### src/rtl/ahb_cfg_master.sv
// ahb_cfg_master
// Single-outstanding AHB-lite initiator. It turns a simple command/response
// handshake into one word-sized SINGLE transfer per command. It is used to
// program and read back AHB configuration slaves.
//
// Optional feature macro: AHB_CFG_MASTER_VERIFY_EN
//   When this macro is defined, every write that completes OKAY is followed
//   by a readback of the same address. The readback is compared against the
//   written data under cmd_vmask.
//
// Ports
//   hclk, hreset        clock and synchronous active-high reset
//   cmd_valid/ready     command handshake; cmd_ready is high only in IDLE
//   cmd_write           1 = write, 0 = read
//   cmd_addr            byte address; bits [1:0] are ignored
//   cmd_wdata           write data
//   cmd_vmask           readback compare mask (verify build only)
//   rsp_valid           one-cycle response pulse, with no backpressure
//   rsp_rdata           read data, or readback data when verifying
//   rsp_err             the slave returned a non-OKAY response
//   rsp_mismatch        the verify compare failed
//   hsel .. hwdata      AHB-lite initiator outputs
//   hresp, hready, hrdata  AHB-lite slave responses
module ahb_cfg_master #(
  parameter int ADDR_WIDTH = 32,
  parameter int DATA_WIDTH = 32
) (
  input  logic                  hclk,
  input  logic                  hreset,
  input  logic                  cmd_valid,
  output logic                  cmd_ready,
  input  logic                  cmd_write,
  input  logic [ADDR_WIDTH-1:0] cmd_addr,
  input  logic [DATA_WIDTH-1:0] cmd_wdata,
  input  logic [DATA_WIDTH-1:0] cmd_vmask,
  output logic                  rsp_valid,
  output logic [DATA_WIDTH-1:0] rsp_rdata,
  output logic                  rsp_err,
  output logic                  rsp_mismatch,
  output logic                  hsel,
  output logic [ADDR_WIDTH-1:0] haddr,
  output logic [3:0]            hprot,
  output logic [2:0]            hsize,
  output logic [1:0]            htrans,
  output logic [2:0]            hburst,
  output logic                  hwrite,
  output logic [DATA_WIDTH-1:0] hwdata,
  input  logic [1:0]            hresp,
  input  logic                  hready,
  input  logic [DATA_WIDTH-1:0] hrdata
);

  localparam logic [1:0] HTRANS_IDLE   = 2'b00;
  localparam logic [1:0] HTRANS_NONSEQ = 2'b10;
  localparam logic [1:0] HRESP_OKAY    = 2'b00;

`ifdef AHB_CFG_MASTER_VERIFY_EN
  typedef enum logic [2:0] {
    S_IDLE, S_ADDR, S_DATA, S_RESP, S_VADDR, S_VDATA
  } state_t;
`else
  typedef enum logic [2:0] {
    S_IDLE, S_ADDR, S_DATA, S_RESP
  } state_t;
`endif

  state_t                state;
  logic                  write_p0;
  logic [DATA_WIDTH-1:0] wdata_p0;

  // Every transfer is a privileged data word SINGLE.
  assign hsize  = 3'b010;
  assign hburst = 3'b000;
  assign hprot  = 4'b0011;

  // The low address bits are always forced to zero, so they never reach the bus.
  logic unused_addr_lsb;
  assign unused_addr_lsb = ^cmd_addr[1:0];

`ifdef AHB_CFG_MASTER_VERIFY_EN
  logic [DATA_WIDTH-1:0] vmask_p0;
  logic                  mismatch_p0;
  assign rsp_mismatch = mismatch_p0;

  function automatic logic verify_fail(input logic [DATA_WIDTH-1:0] rb,
                                       input logic [DATA_WIDTH-1:0] wd,
                                       input logic [DATA_WIDTH-1:0] mask);
    return |((rb ^ wd) & mask);
  endfunction
`else
  logic unused_vmask;
  assign unused_vmask = ^cmd_vmask;
  assign rsp_mismatch = 1'b0;
`endif

  always_ff @(posedge hclk) begin
    if (hreset) begin
      state     <= S_IDLE;
      cmd_ready <= 1'b0;
      hsel      <= 1'b0;
      haddr     <= '0;
      htrans    <= HTRANS_IDLE;
      hwrite    <= 1'b0;
      hwdata    <= '0;
      rsp_valid <= 1'b0;
      rsp_rdata <= '0;
      rsp_err   <= 1'b0;
      write_p0  <= 1'b0;
      wdata_p0  <= '0;
`ifdef AHB_CFG_MASTER_VERIFY_EN
      vmask_p0    <= '0;
      mismatch_p0 <= 1'b0;
`endif
    end else begin
      rsp_valid <= 1'b0;
      case (state)
        S_IDLE: begin
          cmd_ready <= 1'b1;
          if (cmd_valid && cmd_ready) begin
            cmd_ready <= 1'b0;
            write_p0  <= cmd_write;
            wdata_p0  <= cmd_wdata;
`ifdef AHB_CFG_MASTER_VERIFY_EN
            vmask_p0  <= cmd_vmask;
`endif
            haddr     <= {cmd_addr[ADDR_WIDTH-1:2], 2'b00};
            hwrite    <= cmd_write;
            hsel      <= 1'b1;
            htrans    <= HTRANS_NONSEQ;
            state     <= S_ADDR;
          end
        end

        // The address phase completes on the first edge where hready is high.
        S_ADDR: begin
          if (hready) begin
            hsel   <= 1'b0;
            htrans <= HTRANS_IDLE;
            hwdata <= wdata_p0;
            state  <= S_DATA;
          end
        end

        // hwdata is only loaded on the address-to-data transition. It therefore
        // stays stable through the rest of the command, including any readback.
        // This lets a slave that commits the write one cycle late still see it.
        S_DATA: begin
          if (hready) begin
            if (hresp != HRESP_OKAY) begin
              rsp_valid <= 1'b1;
              rsp_rdata <= '0;
              rsp_err   <= 1'b1;
`ifdef AHB_CFG_MASTER_VERIFY_EN
              mismatch_p0 <= 1'b0;
`endif
              state     <= S_RESP;
            end
`ifdef AHB_CFG_MASTER_VERIFY_EN
            else if (write_p0) begin
              hsel   <= 1'b1;
              htrans <= HTRANS_NONSEQ;
              hwrite <= 1'b0;
              state  <= S_VADDR;
            end
`endif
            else begin
              rsp_valid <= 1'b1;
              rsp_rdata <= write_p0 ? '0 : hrdata;
              rsp_err   <= 1'b0;
`ifdef AHB_CFG_MASTER_VERIFY_EN
              mismatch_p0 <= 1'b0;
`endif
              state     <= S_RESP;
            end
          end
        end

`ifdef AHB_CFG_MASTER_VERIFY_EN
        S_VADDR: begin
          if (hready) begin
            hsel   <= 1'b0;
            htrans <= HTRANS_IDLE;
            state  <= S_VDATA;
          end
        end

        S_VDATA: begin
          if (hready) begin
            rsp_valid <= 1'b1;
            state     <= S_RESP;
            if (hresp != HRESP_OKAY) begin
              rsp_rdata   <= '0;
              rsp_err     <= 1'b1;
              mismatch_p0 <= 1'b0;
            end else begin
              rsp_rdata   <= hrdata;
              rsp_err     <= 1'b0;
              mismatch_p0 <= verify_fail(hrdata, wdata_p0, vmask_p0);
            end
          end
        end
`endif

        S_RESP: begin
          cmd_ready <= 1'b1;
          state     <= S_IDLE;
        end

        default: begin
          cmd_ready <= 1'b0;
          hsel      <= 1'b0;
          htrans    <= HTRANS_IDLE;
          state     <= S_IDLE;
        end
      endcase
    end
  end

endmodule

### config.mk
export PLATFORM = sky130hd
export DESIGN_NAME = ahb_cfg_master
export DESIGN_NICKNAME = d
export VERILOG_FILES = /design/src/rtl/ahb_cfg_master.sv
export SDC_FILE = /design/constraint.sdc
export NUM_CORES = 1
export LEC_CHECK = 0
export CAP_MARGIN = 0
export CORE_UTILIZATION = 25
export CTS_CLUSTER_SIZE = 30
export DETAILED_ROUTE_END_ITERATION = 8
export DONT_BUFFER_PORTS = 1
export PLACE_DENSITY = 0.49
export SYNTH_ARGS = -nofsm -noshare
export SYNTH_HDL_FRONTEND = slang
export SYNTH_SLANG_ARGS = --single-unit
### constraint.sdc
create_clock -name hclk -period 1.7 [get_ports hclk]
set_clock_uncertainty 0.05 [all_clocks]
set_input_delay 0.255 -clock hclk [delete_from_list [all_inputs] [get_ports hclk]]
set_output_delay 0.255 -clock hclk [all_outputs]
set_load 0.02 [all_outputs]
==> results of run 1 <==
[metrics by stage]
stage | power [mW] | instance area [um^2] | hold slack [ps]
final | 8.91 | 5610 | -142
after global routing | 9.36 | 5610 | -174
after CTS | 9.02 | 5590 | -164
after detailed placement | 5.19 | 4950 | 286
after global placement | 5.14 | 4950 | 285
after floorplan | 4.82 | 4820 | 341
[cell usage in the layout, fill, tap and decap left out]
master         netlist  layout
clkbuf_16            0      17
o2bb2ai_1            1       1
conb_1               2      14
a221oi_1             1       1
clkinv_2             0       2
nor2_1              34      34
inv_1                5       5
buf_12               0       4
ha_4                 0       1
and3_2               0       1
a32oi_1             32      32
nor2b_1              2       2
and2_1               1       1
clkinvlp_4           0       3
clkbuf_8             0       5
a21oi_1             96      96
dlygate4sd3_1        0       2
mux2i_1              1       1
or4_1                1       1
nand3_2              0       1
and4bb_4             0       2
buf_4               18       7
dfxtp_1            133     133
clkinv_4             0       1
nor3_1               3       3
nand2_1            193     193
nand2b_1             2       2
inv_6                0       2
bufinv_16            0       2
a211oi_1             2       2
ha_1                 4       3
[worst paths after layout]
check,start,to,slack (ps),depth (start not counted)
worst min register to register,wdata_p0[26]$_SDFFE_PP0P_,hwdata[26]$_SDFFE_PP0P_,400,2
worst max-delay path,state[0]$_SDFFE_PP0P_,hsel$_SDFFE_PP0P_,30,4
worst min-delay path,hreset,haddr[4]$_SDFFE_PP0P_,-140,1
worst max register to register,state[0]$_SDFFE_PP0P_,hsel$_SDFFE_PP0P_,30,4
[routing by layer]
metal,vias up,part of all wire,global-route usage
met4,2,0.015,0.0538
met2,150,0.49,0.198
met3,13,0.080,0.0506
met1,1802,0.42,0.136
met5,-,0.0011,0
li1,1859,-,-
[worst max-delay path, cell delays in order (launching register included)]
cell and delay, ps:
dfxtp_1 360, inv_1 110, ha_1 290, or4_1 540, a221oi_1 230
[state kept, by name, indices dropped and copies added (netlist names)]
signal / cells
cmd_ready: 1
haddr: 30
hsel: 1
hwdata: 32
rsp_err: 1
rsp_rdata: 32
rsp_valid: 1
state: 2
wdata_p0: 32
write_p0: 1
[layout make-up]
cell class,instances,area (um^2)
Fill cell,1974,13100
Sequential cell,133,2660
Multi-Input combinational cell,391,1870
Clock buffer,22,494
Tap cell,234,293
Timing Repair Buffer,13,153
Clock inverter,10,119
Inverter,5,18.8
[cells by family after synthesis]
kind of cell             count (synthesis)  synth area share
buffers and inverters                   65            0.0683
multiplexers                             1           0.00209
adder cells (fa/ha/maj)                  4            0.0105
AO/OA/AOI/OAI                          132             0.166
other                                    2           0.00157
AND/OR/NAND/NOR                        239             0.195
flip-flops                             133             0.557
[report_power, final]
group          leakage (nW)  switching (mW)  internal, mW
registers              1.08           0.349          3.41
logic                 0.535           0.893         0.504
clock network         0.295            1.39          2.36
total                  1.91            2.63          6.28
[what timing repair did]
item | in CTS | in global routing
gates cloned | 0 | 1
endpoints found under the setup margin | 32 | 33
gates resized for setup | 1 | 2
buffers inserted | 0 | 0
pin swaps | 0 | 1
hold endpoints to repair | 133 | 132
==> results.yml, run 1 <==
run_status:
  status: "complete, but fails checks"
  violations: "hold timing"
logic_synthesis:
  yosysUniqueCellTypes: 23
  yosys-top-cells-count: "nand2_1 (193), dfxtp_1 (133), a21oi_1 (96), nor2_1 (34), a32oi_1 (32)"
  synth_seq_area_share: 0.557
  yosysTopAreaCell: "dfxtp_1"
  synth_edf_count: 0
  avgSynthCellArea_um2: 8.30
  synth_top_area_share: 0.557
  yosysMostFrequentCell: "nand2_1"
  yosys_warnings: 0
  synth_top_flop_cell: "dfxtp_1"
  syn_inst: 576
  synth_area_leaders: "dfxtp_1 (56%), nand2_1 (15%), a21oi_1 (10%), a32oi_1 (5.9%), buf_4 (2.8%)"
  syn_area_um2: 4780
  synth-seq-cells: 133
  async_flop_share: 0
route:
  ant_nets: 0
  viasPerCell: 4.74
  drt_iter0_markers: 186
  drt_pre_antenna_iters: 4
  wirelength_um: 12300
  drc_errors: 0
  wire_per_inst_um: 15.3
  dr_total_vias: 3826
floorplan:
  fp.dieW_um: 140
  chipHeight_um: 140
  std_cell_rows: 50
  start_util: 0.256
  design.core.area_um2: 18700
  fp.dieArea_um2: 19700
  io-pin-count: 249
sta:
  slew_viol_final: 0
  max_freq_ghz: 0.598
  tightest_slew_ps: 1020
  final.setup.tns_ps: 0
  fin_crit_ps: 1670
  setup_ws_ps: 28.5
  finalSetupViolations: 0
  maxSlewHeadroom: 0.321
  fin_hold_ws_ps: -142
  period_share: 0.983
  hold_viol: 132
  rsz0062_at_grt: "yes"
cts:
  cts_buffer_depth: 2
  clkTransAtPathRegs_ps: 60
  cts_root_buffer: "clkbuf_16"
  insertion_delay_ps: 410
  clock_sinks: 133
  cts.htree.levels: 4
  cts_hold_buf: 2
  cts_inserted_buffers: 17
  cts_tree: "built"
power_and_ir_drop:
  p_leak_nw: 1.91
  vdd_drop_max_mv: 0.628
  power_density_nw_per_um2: 1590
placement:
  gp_congestion: 0.707
  dp_hpwl_um: 7840
  io_buffers: 0
  preCtsSetupSlack_ps: -122
  placed_cells: 773
grt:
  track_usage: 0.121
  grt_overflow_total: 0
  grt_pass1_wl_um: 18200
  grt_max_degree: 135
  antenna_found_initial: 1
  first_global_vias: 3530
worst_setup_path:
  crit_required_ps: 1970
  critPathMaxFanout: 5
  crit_path_start_kind: "flop"
  criticalPathCategory: "reg -> reg"
  end_kind: "flop"
  crit_arrival_ps: 1940
final_layout:
  final_core_util: 0.300
  nets: 700
  area_growth_pct: 17.5
  final_cell_count_no_fill: 808
  antenna_cells: 0
  drive_gt1_frac: 0.0836
min_path:
  hold_class: "in -> reg"
job:
  drv_cap: 0
(Power assumes the default switching activity.)
==> run 2, diff against run 1 <==
CORE_ASPECT_RATIO = 0.6   (was not set)
GPL_TIMING_DRIVEN = 0   (was not set)
==> run 2 against run 1 <==
The run now ends clean. Setup slack gained 35 ps. Wire length grew 21%. Count of clock-buffer cells in the layout is the same. First-iteration DRC count shrank 6.5%. Global-route usage grew 3.4 points. Hold slack gained 190 ps. Utilization grew 7.1 points. Design area grew 22%. Critical path depth grew 1. Power grew 5.9%.
==> results.yml, run 2 (synthesis results as in run 1) <==
final_layout:
  drive_gt1_frac: 0.118
  final_cell_mix: "nand2_1 (192), dfxtp_1 (130), a21oi_1 (96), dlygate4sd3_1 (96), nor2_1 (34)"
  antenna_cells: 0
  final_core_util: 0.371
  top_regs: "hwdata x32, rsp_rdata x32, wdata_p0 x32"
  layout_commonest_cell: "nand2_1"
  area_growth_pct: 42.9
  nets: 841
  fill_cells: 1855
  fin_area_um2: 6830
cts:
  insertion_delay_ps: 420
  cts.htree.levels: 4
  cts_setup_buffers: 0
  cts_inserted_buffers: 17
  cts_buffer_depth: 2
  cts_root_buffer: "clkbuf_16"
  cts_tree: "built"
  clock_sinks: 133
  clkTransAtPathRegs_ps: 50
floorplan:
  fp.dieArea_um2: 19700
  std_cell_rows: 38
  chipHeight_um: 109
  design.core.area_um2: 18400
  start_util: 0.260
  fp.dieW_um: 181
  io-pin-count: 249
job:
  drv_cap: 0
worst_setup_path:
  crit_chain: "inv_1 -> ha_1 -> nor2b_1 -> or4_1 -> a221oi_2"
  criticalPathCategory: "reg -> reg"
  crit_arrival_ps: 1910
  cp_slowest_cell: "or4_1"
  critPathMaxStageDelay_ps: 420
  end_kind: "flop"
  crit_path_start_kind: "flop"
  critPathMaxFanout: 4
  crit_required_ps: 1970
  rrSetupSlack_ps: 60
run_status:
  status: "finished clean"
sta:
  period_share: 0.963
  slew_viol_final: 0
  max_freq_ghz: 0.611
  fin_crit_ps: 1640
  hold_viol: 0
  finalSetupViolations: 0
  tightest_slew_ps: 635
  rsz0062_at_grt: "no"
  maxSlewHeadroom: 0.577
route:
  ant_nets: 0
  drt_iter0_markers: 174
  drc_errors: 0
  drt_pre_antenna_iters: 6
  wire_per_inst_um: 15.6
  wirelength_um: 14900
  dr_total_vias: 4373
  viasPerCell: 4.58
grt:
  grt_pass1_wl_um: 23000
  grt_overflow_total: 0
  antenna_found_initial: 0
  track_usage: 0.154
  grt_max_degree: 17
  first_global_vias: 4363
min_path:
  hold_class: "in -> reg"
power_and_ir_drop:
  p_leak_nw: 2.46
  power_density_nw_per_um2: 1380
  vdd_drop_max_mv: 0.697
placement:
  io_buffers: 0
  dp_hpwl_um: 10100
  dpl_cell_area_um2: 5120
  gp_congestion: 0.776
==> run 2: cell types whose count changed in the layout (fill, tap and decap cells not counted), sizes merged <==
cell,previous run,this run
and4bb,2,1
inv,7,5
bufinv,2,4
clkbuf,22,53
buf,11,28
dlygate4sd3,2,96
clkinvlp,3,2
==> run 2: layout make-up <==
| class | instances | area [um^2] | area share |
|---|---|---|---|
| Multi-Input combinational cell | 390 | 1910 | 0.280 |
| Clock inverter | 9 | 150 | 0.0220 |
| Sequential cell | 133 | 2670 | 0.391 |
| Buffer | 59 | 344 | 0.0504 |
| Timing Repair Buffer | 96 | 961 | 0.141 |
| Inverter | 5 | 18.8 | 0.00275 |
| Clock buffer | 22 | 474 | 0.0695 |
| Tap cell | 240 | 300 | 0.0440 |
==> run 2: power breakdown <==
part / leakage, nW / internal [mW] / switching [mW]
Combinational: 1.08 / 0.669 / 1.01
Sequential: 1.08 / 3.42 / 0.406
Clock: 0.302 / 2.56 / 1.37
==> run 2: worst paths after layout <==
| check | start | end | cells past startpoint |
|---|---|---|---|
| min reg2reg | wdata_p0[30]$_SDFFE_PP0P_ | hwdata[30]$_SDFFE_PP0P_ | 2 |
| max | state[1]$_SDFFE_PP0P_ | hsel$_SDFFE_PP0P_ | 5 |
| min | hready | state[1]$_SDFFE_PP0P_ | 2 |
| max reg2reg | state[1]$_SDFFE_PP0P_ | hsel$_SDFFE_PP0P_ | 5 |
==> run 2: metrics by stage <==
stage	setup TNS [ps]	hold slack, ps	total power [mW]	setup slack (ps)	instances
6_report	0	47.0	9.43	63.2	954
5_1_grt	0	48.7	9.92	2.62	954
4_1_cts	-5.66	30.5	9.45	-5.66	954
3_5_place_dp	-19490	350	5.24	-349	828
3_3_place_gp	-16140	343	5.18	-253	828
2_1_floorplan	0	341	4.82	141	588
==> run 2: layer usage <==
metal,up-vias,global-route usage,wire [um]
met5,-,0,0
met4,0,0.0580,146
met3,14,0.0621,1160
met2,174,0.248,6880
met1,2040,0.187,6720
li1,2145,-,-
==> run 2: critical path: cells and delay by family (launching register included) <==
family	cells	cell delay (ps)
AND/OR/NAND/NOR	2	570
flip-flops	1	370
adder cells (fa/ha/maj)	1	240
AO/OA/AOI/OAI	1	230
buffers and inverters	1	90
==> run 2: repair_timing <==
item / in CTS / in global routing
resized for setup: 19 / 20
pin swaps: 0 / 1
endpoints found under the hold margin: 96 / 0
hold buffers: 96 / 0
setup endpoints to repair: 118 / 109
gates cloned: 0 / 0
==> run 3, diff against run 2 <==
HOLD_SLACK_MARGIN = 0.03   (was not set)
TNS_END_PERCENT = 5   (was not set)
==> run 3 against run 2 <==
Maximum frequency is essentially flat. Non-clock buffer count is 1 higher. Sequential share of layout area hardly changed. Hold slack about the same. Die area stayed put. Critical path depth rose by 2. Design area is 0.11% lower. Global-route usage unchanged.
==> results.yml, run 3 (synthesis results as in run 1) <==
power_and_ir_drop:
  power_density_nw_per_um2: 1380
  p_leak_nw: 2.46
  vdd_drop_max_mv: 0.697
  totalPowerFinal_mw: 9.44
min_path:
  hold_class: "in -> reg"
  whs_endpoint: "state[1]$_SDFFE_PP0P_"
  min_from: "hready"
  holdPathStages: 2
route:
  ant_nets: 0
  viasPerCell: 4.59
  dr_total_vias: 4384
  drc_errors: 0
  drt_iter0_markers: 181
  wire_per_inst_um: 15.6
  drt_pre_antenna_iters: 6
  wirelength_um: 14900
grt:
  busiest_layer: "met2"
  track_usage: 0.154
  grt_max_degree: 17
  grt_overflow_total: 0
  antenna_found_initial: 0
  first_global_vias: 4365
  use_met1: 0.187
  grt_use_met2: 0.248
  grtUsageMet3: 0.0621
  grt_pass1_wl_um: 23000
sta:
  slew_viol_final: 0
  period_share: 0.963
  maxSlewHeadroom: 0.607
  finalSetupViolations: 0
  final.setup.tns_ps: 0
  tightest_slew_ps: 590
  max_freq_ghz: 0.611
  rsz0062_at_grt: "yes"
  fin_crit_ps: 1640
  setup_ws_ps: 62.9
  hold_viol: 0
placement:
  gp_congestion: 0.776
  dp_hpwl_um: 10100
  dpl_cell_area_um2: 5120
  io_buffers: 0
  preCtsSetupSlack_ps: -349
worst_setup_path:
  rr_startpoint: "state[1]$_SDFFE_PP0P_"
  r2r_end: "hwdata[5]$_SDFFE_PP0P_"
  crit_path_start_kind: "flop"
  critPathMaxFanout: 10
  end_kind: "flop"
  rrSetupSlack_ps: 60
  ff2ff_path_depth: 7
  criticalPathCategory: "reg -> reg"
  crit_required_ps: 1990
  crit_arrival_ps: 1930
cts:
  cts_inserted_buffers: 17
  cts_root_buffer: "clkbuf_16"
  cts_buffer_depth: 2
  insertion_delay_ps: 420
  clock_sinks: 133
  cts_tree: "built"
  cts_setup_buffers: 0
  clkTransAtPathRegs_ps: 60
  cts.htree.levels: 4
final_layout:
  regArea_um2: 2670
  final_core_util: 0.371
  fill_cells: 1863
  top_regs: "hwdata x32, rsp_rdata x32, wdata_p0 x32"
  antenna_cells: 0
  multi_input_area_um2: 1900
  drive_gt1_frac: 0.115
  fin_area_um2: 6820
  nets: 842
  layout_commonest_cell: "nand2_1"
  final_cell_mix: "nand2_1 (192), dfxtp_1 (130), a21oi_1 (96), dlygate4sd3_1 (96), nor2_1 (34)"
  area_growth_pct: 42.7
floorplan:
  fp.dieArea_um2: 19700
  std_cell_rows: 38
  io-pin-count: 249
  design.core.area_um2: 18400
  fp.dieW_um: 181
  start_util: 0.260
  chipHeight_um: 109
run_status:
  status: "finished clean"
job:
  drv_cap: 0
[run 3: cell count changes in the layout (fill, tap and decap cells not counted), sizes merged]
cell | before | now
buf | 28 | 26
clkbuf | 53 | 56
[run 3: routing by layer]
layer	vias up	routed length [um]
li1	2142	-
met1	2040	6710
met2	188	6860
met3	14	1160
met4	0	152
met5	-	0
[run 3: area by class of cell]
| class | count | area share |
|---|---|---|
| plain buffers | 60 | 0.0517 |
| clock buffers | 22 | 0.0695 |
| clock inverters | 9 | 0.0220 |
| inverters | 5 | 0.00275 |
| multi-input cells | 390 | 0.278 |
| flip-flops and latches | 133 | 0.391 |
| well taps | 240 | 0.0440 |
| repair buffers | 96 | 0.141 |
[run 3: report_power, final]
part,switching [mW],internal [mW],total (mW)
sequential,0.405,3.42,3.82
clock,1.37,2.56,3.93
combinational,1.01,0.678,1.69
total,2.79,6.65,9.44
[run 3: worst max-delay path by stage]
stage / from / endpoint
final: state[1]$_SDFFE_PP0P_ / hwdata[5]$_SDFFE_PP0P_
after global routing: state[1]$_SDFFE_PP0P_ / hwdata[19]$_SDFFE_PP0P_
after CTS: state[0]$_SDFFE_PP0P_ / rsp_rdata[26]$_SDFFE_PP0P_
after detailed placement: state[0]$_SDFFE_PP0P_ / haddr[8]$_SDFFE_PP0P_
after global placement: state[0]$_SDFFE_PP0P_ / haddr[19]$_SDFFE_PP0P_
after floorplan: state[0]$_SDFFE_PP0P_ / rsp_rdata[21]$_SDFFE_PP0P_
[run 3: what timing repair did]
item                                    4_1_cts  5_1_grt
pin swaps                                     0        1
hold buffers                                 96        0
hold endpoints to repair                     96        0
endpoints found under the setup margin      118      109
cloned                                        0        0
resized for setup                            20       20
[run 3: per-stage QoR]
stage	hold WS (ps)	cells
floorplan	341	588
global placement	343	828
detailed placement	350	828
CTS	30.5	955
global route	48.7	955
finish	46.7	955
[run 3: critical path, stage by stage (launching register included)]
cell      delay [ps]
dfxtp_2          340
inv_1            120
ha_1             240
and2_1           140
clkbuf_2         200
clkbuf_4         240
nand2_1           80
a21oi_1          150
